$ cat config.mk
export PLATFORM = sky130hd
export DESIGN_NAME = d7s_scan_decoder
export DESIGN_NICKNAME = d
export VERILOG_FILES = /design/src/rtl/d7s_pkg.sv /design/src/rtl/d7s_seg_decode.sv /design/src/rtl/d7s_scan_decoder.sv
export SDC_FILE = /design/constraint.sdc
export NUM_CORES = 1
export LEC_CHECK = 0
export BUFFER_PORTS_ARGS = -buffer_cell sky130_fd_sc_hd__buf_2
export CELL_PAD_IN_SITES_DETAIL_PLACEMENT = 1
export CELL_PAD_IN_SITES_GLOBAL_PLACEMENT = 1
export CORE_ASPECT_RATIO = 1.1
export CORE_UTILIZATION = 40
export CTS_BUF_LIST = sky130_fd_sc_hd__clkbuf_16
export DETAILED_ROUTE_END_ITERATION = 6
export PLACE_DENSITY_LB_ADDON = 0.2
export SYNTH_ARGS = -nofsm -noshare
export SYNTH_HDL_FRONTEND = slang
export SYNTH_SLANG_ARGS = --single-unit
$ cat constraint.sdc
create_clock -name clk -period 2.12 [get_ports clk]
set_input_delay 0.636 -clock clk [delete_from_list [all_inputs] [get_ports clk]]
set_output_delay 0.636 -clock clk [all_outputs]
set_load 0.02 [all_outputs]
$ cat src/rtl/d7s_pkg.sv
// rtl/d7s_pkg.sv - shared 7-segment constants, FSM state type and select helper
package d7s_pkg;

    localparam logic [6:0] SEG_0     = 7'h7E;
    localparam logic [6:0] SEG_1     = 7'h30;
    localparam logic [6:0] SEG_2     = 7'h6D;
    localparam logic [6:0] SEG_3     = 7'h79;
    localparam logic [6:0] SEG_4     = 7'h33;
    localparam logic [6:0] SEG_5     = 7'h5B;
    localparam logic [6:0] SEG_6     = 7'h5F;
    localparam logic [6:0] SEG_7     = 7'h70;
    localparam logic [6:0] SEG_8     = 7'h7F;
    localparam logic [6:0] SEG_9     = 7'h7B;
    localparam logic [6:0] SEG_BLANK = 7'h00;

    localparam logic [3:0] DIG_BLANK   = 4'hF;
    localparam logic [3:0] DIG_INVALID = 4'hE;

    typedef enum logic [1:0] {
        IDLE   = 2'd0,
        SETTLE = 2'd1,
        HOLD   = 2'd2
    } d7s_state_e;

    function automatic logic is_multi_hot(input logic [2:0] sel);
        return (sel & (sel - 3'd1)) != 3'd0;
    endfunction

endpackage

$ cat src/rtl/d7s_seg_decode.sv
// rtl/d7s_seg_decode.sv - segment pattern to BCD digit with error flag
module d7s_seg_decode
    import d7s_pkg::*;
(
    input  logic [6:0] seg,
    output logic [3:0] digit,
    output logic       err
);

    always_comb begin
        digit = DIG_INVALID;
        err   = 1'b0;
        case (seg)
            SEG_0:     digit = 4'd0;
            SEG_1:     digit = 4'd1;
            SEG_2:     digit = 4'd2;
            SEG_3:     digit = 4'd3;
            SEG_4:     digit = 4'd4;
            SEG_5:     digit = 4'd5;
            SEG_6:     digit = 4'd6;
            SEG_7:     digit = 4'd7;
            SEG_8:     digit = 4'd8;
            SEG_9:     digit = 4'd9;
            SEG_BLANK: digit = DIG_BLANK;
            default:   err   = 1'b1;
        endcase
    end

endmodule

$ cat src/rtl/d7s_scan_decoder.sv
// rtl/d7s_scan_decoder.sv - samples a scanned 3-digit display and rebuilds the frame
module d7s_scan_decoder
    import d7s_pkg::*;
#(
    parameter int SETTLE_CYCLES  = 4,
    parameter int TIMEOUT_CYCLES = 1024
) (
    input  logic        clk,
    input  logic        rst,
    input  logic [2:0]  transistor,
    input  logic [6:0]  d7sp,
    output logic [11:0] digits,
    output logic        frame_valid,
    output logic        frame_err,
    output logic        stale,
    output logic        sel_err
);

    localparam int CNT_W = $clog2(SETTLE_CYCLES + 1);
    localparam int TMO_W = $clog2(TIMEOUT_CYCLES + 1);
    localparam logic [CNT_W-1:0] CNT_LAST = CNT_W'(SETTLE_CYCLES - 1);
    localparam logic [TMO_W-1:0] TMO_MAX  = TMO_W'(TIMEOUT_CYCLES);

    d7s_state_e        state_q, state_d;
    logic [CNT_W-1:0]  cnt_q, cnt_d;
    logic [9:0]        sync1_q, sync1_d, sync2_q, sync2_d, prev_q, prev_d;
    logic [TMO_W-1:0]  tmo_q, tmo_d;
    logic [2:0]        mask_q, mask_d;
    logic [2:0][3:0]   slot_dig_q, slot_dig_d;
    logic [2:0]        slot_err_q, slot_err_d;
    logic [11:0]       digits_q, digits_d;
    logic              frame_valid_q, frame_valid_d;
    logic              frame_err_q, frame_err_d;
    logic              stale_q, stale_d;
    logic              sel_err_q, sel_err_d;

    logic [2:0] sample_sel;
    logic [6:0] sample_seg;
    logic       same, sel_none, sel_multi, sel_one;
    logic       capture, commit, tmo_hit;
    logic [1:0] cap_idx;
    logic [3:0] dec_digit;
    logic       dec_err;

    assign sample_sel = sync2_q[9:7];
    assign sample_seg = sync2_q[6:0];
    assign same       = (sync2_q == prev_q);
    assign sel_none   = (sample_sel == 3'b000);
    assign sel_multi  = is_multi_hot(sample_sel);
    assign sel_one    = !sel_none && !sel_multi;

    d7s_seg_decode u_seg_decode (
        .seg   (sample_seg),
        .digit (dec_digit),
        .err   (dec_err)
    );

    always_ff @(posedge clk) begin
        if (rst) begin
            state_q <= IDLE;
            cnt_q   <= '0;
        end else begin
            state_q <= state_d;
            cnt_q   <= cnt_d;
        end
    end

    always_comb begin
        state_d = state_q;
        cnt_d   = cnt_q;
        if (sel_none || sel_multi) begin
            state_d = IDLE;
            cnt_d   = '0;
        end else begin
            case (state_q)
                IDLE: begin
                    state_d = SETTLE;
                    cnt_d   = '0;
                end
                SETTLE: begin
                    if (!same) begin
                        cnt_d = '0;
                    end else if (cnt_q == CNT_LAST) begin
                        state_d = HOLD;
                        cnt_d   = '0;
                    end else begin
                        cnt_d = cnt_q + CNT_W'(1);
                    end
                end
                HOLD: begin
                    if (!same) begin
                        state_d = SETTLE;
                        cnt_d   = '0;
                    end
                end
                default: state_d = IDLE;
            endcase
        end
    end

    // Error pulse fires once on entry into a multi-hot select, not every cycle it persists.
    always_comb begin
        capture   = (state_q == SETTLE) && sel_one && same && (cnt_q == CNT_LAST);
        sel_err_d = sel_multi && !is_multi_hot(prev_q[9:7]);
    end

    always_comb begin
        sync1_d = {transistor, d7sp};
        sync2_d = sync1_q;
        prev_d  = sync2_q;
        cap_idx = sample_sel[2] ? 2'd2 : (sample_sel[1] ? 2'd1 : 2'd0);
        commit  = (mask_q == 3'b111);

        tmo_d = tmo_q;
        if (capture)
            tmo_d = '0;
        else if (tmo_q != TMO_MAX)
            tmo_d = tmo_q + TMO_W'(1);
        tmo_hit = !capture && (tmo_q != TMO_MAX) && (tmo_d == TMO_MAX);

        // Commit reads the registered slots, so a capture landing on the commit cycle opens the next frame.
        mask_d = mask_q;
        if (commit || tmo_hit)
            mask_d = 3'b000;
        if (capture)
            mask_d = mask_d | sample_sel;

        slot_dig_d = slot_dig_q;
        slot_err_d = slot_err_q;
        if (capture) begin
            slot_dig_d[cap_idx] = dec_digit;
            slot_err_d[cap_idx] = dec_err;
        end

        digits_d      = digits_q;
        frame_err_d   = frame_err_q;
        frame_valid_d = 1'b0;
        stale_d       = stale_q;
        if (tmo_hit)
            stale_d = 1'b1;
        if (commit) begin
            digits_d      = slot_dig_q;
            frame_err_d   = |slot_err_q;
            frame_valid_d = 1'b1;
            stale_d       = 1'b0;
        end
    end

    always_ff @(posedge clk) begin
        if (rst) begin
            sync1_q       <= '0;
            sync2_q       <= '0;
            prev_q        <= '0;
            tmo_q         <= '0;
            mask_q        <= '0;
            slot_dig_q    <= {3{DIG_BLANK}};
            slot_err_q    <= '0;
            digits_q      <= 12'hFFF;
            frame_valid_q <= 1'b0;
            frame_err_q   <= 1'b0;
            stale_q       <= 1'b1;
            sel_err_q     <= 1'b0;
        end else begin
            sync1_q       <= sync1_d;
            sync2_q       <= sync2_d;
            prev_q        <= prev_d;
            tmo_q         <= tmo_d;
            mask_q        <= mask_d;
            slot_dig_q    <= slot_dig_d;
            slot_err_q    <= slot_err_d;
            digits_q      <= digits_d;
            frame_valid_q <= frame_valid_d;
            frame_err_q   <= frame_err_d;
            stale_q       <= stale_d;
            sel_err_q     <= sel_err_d;
        end
    end

    assign digits      = digits_q;
    assign frame_valid = frame_valid_q;
    assign frame_err   = frame_err_q;
    assign stale       = stale_q;
    assign sel_err     = sel_err_q;

endmodule

**Word level (Yosys, flattened, before mapping)**

Index checks and enable logic that the tools add are counted.
Widths: inputs -> output; s select.

- Output and inout bits: 16
- Bits of input ports: 12
- Word-level logic and storage cells: 96
- Bits in registers: 80

- Muxes and demuxes: 25
- $add $sub $neg: 4
- Bitwise gates (word level): 3
- Reductions and logical operators: 26
- $lt $le $gt $ge: 2
- Eq/ne operators: 20

Operator list:

| cell | number |
|---|---|
| $eq 7x7->1 const B | 8 |
| $pmux 4 s11 | 1 |
| $mux 11 | 2 |
| $mux 3 | 5 |
| $eq 7x6->1 const B | 2 |
| $bwmux 12 | 1 |
| $add 11x1->11 const B | 1 |
| $eq 11x11->1 const B | 1 |
| $ne 11x11->1 const B | 1 |
| $reduce_or 11->1 | 1 |
| $eq 10x10->1 | 1 |
| $pmux 3 s3 | 1 |
| $reduce_bool 3->1 | 3 |
| $demux 4 s2 | 1 |
| $logic_and 1x1->1 | 8 |
| $mux 2 | 4 |
| $logic_not 7->1 | 1 |
| $and 3x3->3 | 2 |
| $mux 1 | 6 |
| $ne 2x2->1 const B | 3 |
| $pmux 2 s3 | 1 |
| $sub 3x1->3 const B | 2 |
| $logic_not 1->1 | 4 |
| $mux 4 | 1 |
| 18 further kinds | 19 |

**Longest topological paths before layout**

Gate-level depths: netlist of run 1.

- Depth after elaboration: 15
- Mapped depth: 7

**Cells and area by module**

From an unflattened synthesis of run 1, not the netlist that was laid out.

- Cells, all modules: 356
- Area, all modules: 3357.0 um^2

By module, submodules not included:

| module | sequential area each (um^2) | instances | area an instance (um^2) | cells an instance |
|---|---|---|---|---|
| d7s_scan_decoder | 1601.5 | 1 | 3126.7 | 322 |
| d7s_seg_decode | 0.0 | 1 | 230.2 | 34 |

**Least setup slack after synthesis of run 1**

OpenSTA, ideal clock, no wires.

- Path type: register to register
- Start: reg tmo_q[0]
- End: reg mask_q[1]
- Setup slack: -133 ps
- Setup time: 134 ps
- Cell stages (with the launch flop): 8
- Buffers on the path: 0
- Arrival time: 2119 ps
- Path through: dfxtp_1 -> inv_1 -> ha_1 -> or3b_2 -> a211oi_1 -> o221ai_2 -> a2111oi_4 -> o22ai_1

- Cells in the longest elaborated chain, start to end: 9
- Elaborated cells on any way between the ends: 11
- Those cells by class: add/sub (1); eq/ne (2); mux (4); bitwise (1); reduce/logical (3)

Ends and longest elaborated chain:

| what | RTL line | RTL |
|---|---|---|
| from (decl) | d7s_scan_decoder.sv:27 | `logic [TMO_W-1:0] tmo_q, tmo_d;` |
| from (signal assigned) | d7s_scan_decoder.sv:167 | `tmo_q <= tmo_d;` |
| $add 11x1->11 or $ne 11x11->1 (tied branches) | d7s_scan_decoder.sv:118, d7s_scan_decoder.sv:117, d7s_scan_decoder.sv:119 |  |
| $mux 11 | d7s_scan_decoder.sv:117 | `else if (tmo_q != TMO_MAX)` |
| $mux 11 | d7s_scan_decoder.sv:115 | `if (capture)` |
| $eq 11x11->1 | d7s_scan_decoder.sv:119 | `tmo_hit = !capture && (tmo_q != TMO_MAX) && (tmo_d == TMO_MAX);` |
| $logic_and 1x1->1 * | d7s_scan_decoder.sv:119 |  |
| $logic_or 1x1->1 * | d7s_scan_decoder.sv:123 | `if (commit \|\| tmo_hit)` |
| $mux 3 * | d7s_scan_decoder.sv:123 |  |
| $or 3x3->3 | d7s_scan_decoder.sv:126 | `mask_d = mask_d \| sample_sel;` |
| $mux 3 * | d7s_scan_decoder.sv:125 | `if (capture)` |
| to (signal assigned) | d7s_scan_decoder.sv:168 | `mask_q <= mask_d;` |
| to (decl) | d7s_scan_decoder.sv:28 | `logic [2:0] mask_q, mask_d;` |

Every way passes the cells marked *; elsewhere a longest branch is shown, timed or not.
A chain may end at the register's enable or synchronous reset.

**Final worst setup path of run 1**

- Start: reg sync2_q[8] (netlist: prev_d[8])
- End: reg slot_dig_q[0] (netlist bit)

- Cells in the longest elaborated chain, start to end: 8
- Elaborated cells on any way between the ends: 19
- Those cells by class: add/sub (1); order compare (2); eq/ne (1); mux (5); bitwise (1); reduce/logical (9)

Ends and longest elaborated chain:

| what | RTL line | RTL |
|---|---|---|
| from (decl) | d7s_scan_decoder.sv:26 | `logic [9:0] sync1_q, sync1_d, sync2_q, sync2_d, prev_q, prev_d;` |
| from (signal assigned) | d7s_scan_decoder.sv:165 | `sync2_q <= sync2_d;` |
| branches (longest 8 deep; another with $lt 2x3->1) | n/a |  |
| to (signal assigned) | d7s_scan_decoder.sv:156 | `slot_dig_q <= {3{DIG_BLANK}};` |
| to (signal assigned) | d7s_scan_decoder.sv:169 | `slot_dig_q <= slot_dig_d;` |
| to (decl) | d7s_scan_decoder.sv:29 | `logic [2:0][3:0] slot_dig_q, slot_dig_d;` |

Several ways; the timed one is not identified.

==> summary.md, run 1 <==
| Metric | Value |
|---|---|
| # port buffers | 27 |
| R2r setup slk | 0.10 ns |
| Post-Syn Area per Cell | 9.09 um2 |
| Cell Pwr Density | 814 nW/um2 |
| Critical Path AT | 2.23 ns |
| Simple-Gate Fraction of Synth Area | between 20% and 30% |
| CTS Buffer Depth | 2 |
| HP Start | sync1_q[7]$_SDFF_PP0_ |
| Total gr overflow | 0 |
| Vias per Instance | 5.12 |
| Area leader, netlist | dfxtp_1 |
| Drt first pass iters | 4 |
| Post-Synth XOR/XNOR Area | under 10% |
| Tcrit/Tclk final | 95.2% |
| Root Buffer | clkbuf_16 |
| CTS Buf Count | 9 |
| GP Congestion | just over 0.8 |
| Crit end category | flop |
| Layout cells sized above 1 | 24.5% |
| Syn Inst Count | 378 |
| Most frequent cells in the layout | 72 x dfxtp_1, 50 x nand2_1, 33 x buf_4 |
| Final Util | 51.1% |
| Starting Density | 41.1% |
| Outcome | completed |
| Largest net degree at the start of global routing | 31 |
| Req. time, crit path | around 2.3 ns |
| Die Area | between 8000 and 9000 um2 |
| Slew headroom | 64.8% |
| #FFs+latches synth | 80 |
| Fmax | roughly 0.50 GHz |
| Worst Hold Path EP | prev_d[7]$_SDFF_PP0_ |
| Nets | roughly 440 |
| Fin crit period | 2.02 ns |
| Vias | about 2800 |
| WS Path Type | flop to flop |
| Clk_lat worst skew | between 0.3 and 0.4 ns |
| Tightest Hold Check Type | flop to flop |
| Synth cell types | 55 |
| Post-layout instance area | 4270 um2 |
| Largest family of logic cells by synthesized area | simple AND/OR/NAND/NOR gates |
| Final ANT Viol Nets | 0 |
| Register area share after synthesis | about 47% |
| DP HPWL | ~5600 um |
| Mux share of post-synthesis cell area | roughly 2.4% |
| Setup violators final | 0 |
| Skew final | around 0.01 ns |
| Slew Limit Fails | 0 |
| DR WL/cell | 15.1 um |
| Fin. Hold Viols | 0 |
| Worst slew pin tran | ~0.52 ns |
| Number of max-cap violations | 0 |
| EDFF count, synth | 0 |
| Vias in the first global route | between 2000 and 3000 |
| LEAKAGE | about 1.7 nW |
| Post-synth top area share | 46.6% |
| Antenna cells | 0 |
| Htree depth | 3 |
| Core Rows | 35 |
| DRT iter0 DRCs | 45 |
| Crit-path max FO | 14 |
| Initial antenna violation count | 0 |
| VDD IR max | 539 uV |
| Ys Warns | 0 |
| Hold path depth | 1 |
| Die Y | just under 100 um |
| R2R cell count | 6 |
| Top FF cell, synth | dfxtp_1 |
| Compound-Gate Fraction of Synth Area | between 10% and 20% |
| Die X-Extent | ~90 um |
| CTS sink cnt | 80 |
| Mapped cell area | 3440 um2 |
| Most common cell after layout, fill and taps aside | dfxtp_1 |
| Post-DP Area | roughly 3900 um2 |
| Synthesis-to-finish area growth | 24.2% |
| Power Total | approximately 3.5 mW |
| Reg2reg start | prev_d[8]$_SDFF_PP0_ |
| Main area contributors after synthesis | dfxtp_1 47%, nor2b_1 5.6%, nand2_1 5.5% |
| Remaining DRCs | 0 |
| Total routed wirelength | slightly above 8000 um |
| R2r endpoint | slot_dig_q[0]$_SDFFE_PP1P_ |
| Adder-cell share of the synthesized area | 1.38% |
| Synth async-reset ratio | 0% |
| Startpoint Class | flop |
| Clock-pin slew on the worst setup and hold paths | 0.06 ns |
| Core Region | 8360 um2 |
| TritonCTS clock tree | done |
| Total GRT Usage | 18.9% |
| I/O pins | 28 |
| First-pass GRT wire length | 13300 um |
| Syn Nets | 393 |
## cells in the mapped netlist (2+ instances only)
library cell,count
nand3_1,24
a22oi_1,2
o21ai_0,6
a221oi_1,2
nand2_1,50
o211ai_1,2
or2_2,3
nor4b_1,2
dfxtp_1,80
a211o_1,9
a31oi_1,2
nand2b_1,5
clkbuf_1,18
inv_1,6
a211oi_1,3
nor3b_1,3
nor3_1,7
o21a_1,2
and4_1,3
nor2b_1,31
mux2i_1,7
or3_1,2
o22ai_1,5
nor2_1,22
nor4_1,3
ha_1,3
o21bai_1,2
and3_1,10
a21oi_1,3
xor2_1,4
nand4_1,9
a2111oi_4,2
buf_2,7
xnor2_1,18
## stage by stage
| stage | setup slack, ns | std cells | hold slack, ns | setup TNS, ns |
|---|---|---|---|---|
| final | 0.103 | 540 | 0.439 | 0 |
| after global routing | -0.0292 | 540 | 0.460 | -0.118 |
| after CTS | 0.000320 | 540 | 0.445 | 0 |
| after detailed placement | -0.0321 | 523 | 0.429 | -0.0321 |
| after global placement | 0.0517 | 523 | 0.417 | 0 |
| after floorplan | 0.0223 | 378 | 0.414 | 0 |
## layer usage
metal	vias to the layer above	GRT usage, %	part of all wire [%]	wire (um)
met4	0	6.70	1.3	103
met2	31	33.7	51	4180
li1	1398	-	-	-
met3	7	3.98	2.1	167
met5	-	0	0	0
met1	1331	22.4	45	3690
## critical path: stages, from the launching register on
cell,delay [ns]
dfxtp_1,0.57
xor2_1,0.19
o21ai_1,0.16
nor4_4,0.36
buf_12,0.18
nand2_1,0.11
a211o_1,0.33
## repair_timing
| action | in CTS | in global routing |
|---|---|---|
| setup endpoints to repair | 17 | 30 |
| gates resized for setup | 10 | 11 |
| pin swaps | 6 | 4 |
| hold buffers | 0 | 0 |
| setup buffers | 1 | 0 |
## cells by family (layout without fill, tap and decap cells)
logic type	count (synthesis)	in the layout
AOI/OAI and AO/OA	46	46
adders and majority gates	4	4
muxes	8	8
DFF	80	80
and+or+nand+nor	185	185
buffers and inverters	33	84
xor gates and xnor gates	22	22
## sequential cells by signal, indices dropped and copies added, names as in the netlist
name,count
digits,12
slot_dig_q,12
sel_err,1
state_q,2
sync1_q,10
mask_q,3
frame_err,1
tmo_q,11
slot_err_q,3
prev_q,10
cnt_q,3
stale,1
prev_d,10
frame_valid,1
## layout make-up
type                       count  area [um2]
clock inverter                 7         103
timing repair buffer          62         414
tap                          111         139
inverter                       6        22.5
sequential                    80        1610
fill                         973        4090
multi-input combinational    265        1760
clock buffer                   9         225
## how the worst max path moves through the flow
stage                              start                         end  slack [ns]  depth (start not counted)
floorplan            tmo_q[1]$_SDFF_PP0_        mask_q[1]$_SDFF_PP0_        0.02                          7
CTS                  tmo_q[1]$_SDFF_PP0_        mask_q[1]$_SDFF_PP0_      0.0003                          7
detailed placement   tmo_q[1]$_SDFF_PP0_        mask_q[1]$_SDFF_PP0_       -0.03                          7
global placement     tmo_q[1]$_SDFF_PP0_        mask_q[1]$_SDFF_PP0_        0.05                          7
finish              prev_d[8]$_SDFF_PP0_  slot_dig_q[0]$_SDFFE_PP1P_        0.10                          6
global route        prev_d[8]$_SDFF_PP0_         tmo_q[8]$_SDFF_PP0_       -0.03                          6
## power by group
group / total (mW) / leakage [nW] / internal (mW) / switching (mW)
Sequential: 1.56 / 0.655 / 1.53 / 0.0269
Combinational: 0.229 / 0.893 / 0.108 / 0.121
Clock: 1.69 / 0.162 / 1.05 / 0.638
Total: 3.47 / 1.71 / 2.69 / 0.785
Power figures use the tool's default switching activity.
==> inputs of run 2 (changes only) <==
==> constraint.sdc (replaced) <==
create_clock -name clk -period 2.35 [get_ports clk]
set_input_delay 0.705 -clock clk [delete_from_list [all_inputs] [get_ports clk]]
set_output_delay 0.705 -clock clk [all_outputs]
set_load 0.02 [all_outputs]
==> run 2 against run 1 <==
  * Final area decreased by 5.3%
  * Global-route usage decreased by 0.85 points
  * First-iteration DRC count increased by 89%
  * Largest cell class unchanged
  * Cell count decreased by 2.6%
  * Worst setup slack improved by 0.028 ns
  * Clock skew decreased by 0.0013 ns
  * Die area unchanged
  * Largest power group is now registers
==> summary.md, run 2 (synthesis results as in run 1) <==
| Metric | Value |
|---|---|
| Outcome | completed |
| Setup violators final | 0 (unchanged) |
| Core Region | 8360 um2 (unchanged) |
| Die Area | 8970 um2 (unchanged) |
| Gate power share | 6.3% (-0.3 points) |
| Unrepaired setup endpoints after global routing | no |
| Setup TNS Final | 0 ns (unchanged) |
| Hold path depth | 1 (unchanged) |
| CTS sink cnt | 80 (unchanged) |
| Root Buffer | clkbuf_16 |
| Worst slew pin tran | 0.592 ns (+0.0716 ns) |
| Tcrit/Tclk final | 94.4% (-0.73 points) |
| Vias | 2744 (-0.83%) |
| # hold bufs at CTS | 0 (unchanged) |
| I/O pins | 28 (unchanged) |
| DRT iter0 DRCs | 85 (+89%) |
| Crit end category | flop |
| Core Rows | 35 (unchanged) |
| TritonCTS clock tree | done |
| Critical Path AT | 2.42 ns (+0.19 ns) |
| Sw frac | 22.5% (-0.055 points) |
| Grt met1 use | 21.2% (-1.2 points) |
| Fmax | 0.451 GHz (-9.1%) |
| Synthesis-to-finish area growth | 17.7% |
| Slew Limit Fails | 0 (unchanged) |
| Cell Pwr Density | 727 nW/um2 (-11%) |
| Vias in the first global route | 2713 (-1.2%) |
| Number of max-cap violations | 0 (unchanged) |
| Global-route met3 utilization | 4.20% (+0.23 points) |
| VDD IR max | 352 uV (-35%) |
| Total gr overflow | 0 (unchanged) |
| Nets | 426 (-3.0%) |
| Sw Pwr | 0.663 mW (-16%) |
| Total setup buffers inserted after CTS | 0 (-1) |
| Htree depth | 3 (unchanged) |
| LEAKAGE | 1.60 nW (-6.1%) |
| Skew final | 0.00872 ns (-0.00127 ns) |
| Starting Density | 41.1% (unchanged) |
| CTS Buf Count | 9 (unchanged) |
| Layout cells sized above 1 | 18.3% (-6.2 points) |
| Sequential share of power | 47.7% (+2.8 points) |
| Grt peak-use layer | met2 |
| Cell-internal power | 2.28 mW (-15%) |
| Post-DP Area | 3760 um2 (-2.8%) |
| Startpoint Class | flop |
| DP HPWL | 5520 um (-1.5%) |
| Antenna cells | 0 (unchanged) |
| Drt first pass iters | 4 (unchanged) |
| Most frequent cells in the layout | 79 x dfxtp_1, 50 x nand2_1, 31 x nor2b_1 |
| Clock Power Share | 45.9% (-2.6 points) |
| WS Path Type | flop to flop |
| Crit-path max FO | 8 (-6) |
| Remaining DRCs | 0 (unchanged) |
| DR WL/cell | 14.3 um (-5.2%) |
| Total routed wirelength | 7510 um (-7.7%) |
| CTS Buffer Depth | 2 (unchanged) |
| # port buffers | 27 (unchanged) |
| Initial antenna violation count | 0 (unchanged) |
| Die X-Extent | 90.4 um (unchanged) |
| Largest net degree at the start of global routing | 26 (-16%) |
| Met2 Use GR | 31.6% (-2.1 points) |
| Post-layout instance area | 4050 um2 (-5.3%) |
| Die Y | 99.2 um (unchanged) |
| First-pass GRT wire length | 12900 um (-3.4%) |
| Most common cell after layout, fill and taps aside | dfxtp_1 |
| R2R cell count | 5 (-1) |
| Req. time, crit path | 2.55 ns (+0.22 ns) |
| Clock-pin slew on the worst setup and hold paths | 0.06 ns (about the same) |
| GP Congestion | 0.804 (-2.8%) |
| Fin. Hold Viols | 0 (unchanged) |
| Slew headroom | 60.4% (-4.4 points) |
| Final ANT Viol Nets | 0 (unchanged) |
| Total GRT Usage | 18.0% (-0.85 points) |
| Fin crit period | 2.22 ns (+0.202 ns) |
| Vias per Instance | 5.22 (+1.8%) |
| Hold WS | 0.439 ns (-0.000467 ns) |
| Tightest Hold Check Type | flop to flop |
| Clk_lat worst skew | 0.34 ns (about the same) |
-- run 2: cell types whose count changed in the layout (fill, tap and decap cells not counted), sizes merged --
| cell | before | now |
|---|---|---|
| buf | 62 | 49 |
| clkinvlp | 0 | 1 |
| inv | 9 | 6 |
| clkinv | 2 | 4 |
| bufinv | 2 | 1 |
-- run 2: metal layers --
layer,vias up,wire (um)
li1,1378,-
met1,1308,3490
met2,44,3640
met3,14,215
met4,0,160
met5,-,0
-- run 2: final timing paths --
check / slack [ns] / to / start
setup / recovery: 0.13 / mask_q[1]$_SDFF_PP0_ / tmo_q[2]$_SDFF_PP0_
hold / removal: 0.44 / prev_d[0]$_SDFF_PP0_ / sync1_q[0]$_SDFF_PP0_
setup reg to reg: 0.13 / mask_q[1]$_SDFF_PP0_ / tmo_q[2]$_SDFF_PP0_
hold reg to reg: 0.44 / prev_d[0]$_SDFF_PP0_ / sync1_q[0]$_SDFF_PP0_
-- run 2: power groups by stage --
stage | clock [mW] | sequential [mW] | combinational [mW]
2_1_floorplan | 0 | 1.42 | 0.131
3_3_place_gp | 0 | 1.43 | 0.181
3_5_place_dp | 0 | 1.43 | 0.188
4_1_cts | 1.38 | 1.40 | 0.190
5_1_grt | 1.44 | 1.41 | 0.209
6_report | 1.35 | 1.40 | 0.187
-- run 2: cell type report --
type	instances	area, um2
timing repair buffer	49	300
fill	1009	4320
tap	111	139
sequential	80	1600
multi-input combinational	265	1690
clock inverter	6	61.3
inverter	6	22.5
clock buffer	9	225
-- run 2: repair_timing --
action                     CTS  global route
pin swaps                    1             1
setup endpoints to repair    2             2
gates resized for setup      0             1
-- run 2: worst max-delay path, stage by stage, from the launching register on --
cell,delay (ns)
dfxtp_1,0.45
nand3_1,0.26
nor3_2,0.34
or3b_1,0.43
a2111oi_4,0.46
o22ai_1,0.15
-- run 2: through the flow --
stage          setup slack (ns)  util [%]  std cells  total power, mW
3_5_place_dp             0.0362      44.9        511             1.62
4_1_cts                  0.0772      48.3        526             2.97
6_report                  0.131      48.4        526             2.94
3_3_place_gp              0.119      44.9        511             1.61
2_1_floorplan            0.0968         -        378             1.56
5_1_grt                0.000859      48.4        526             3.06
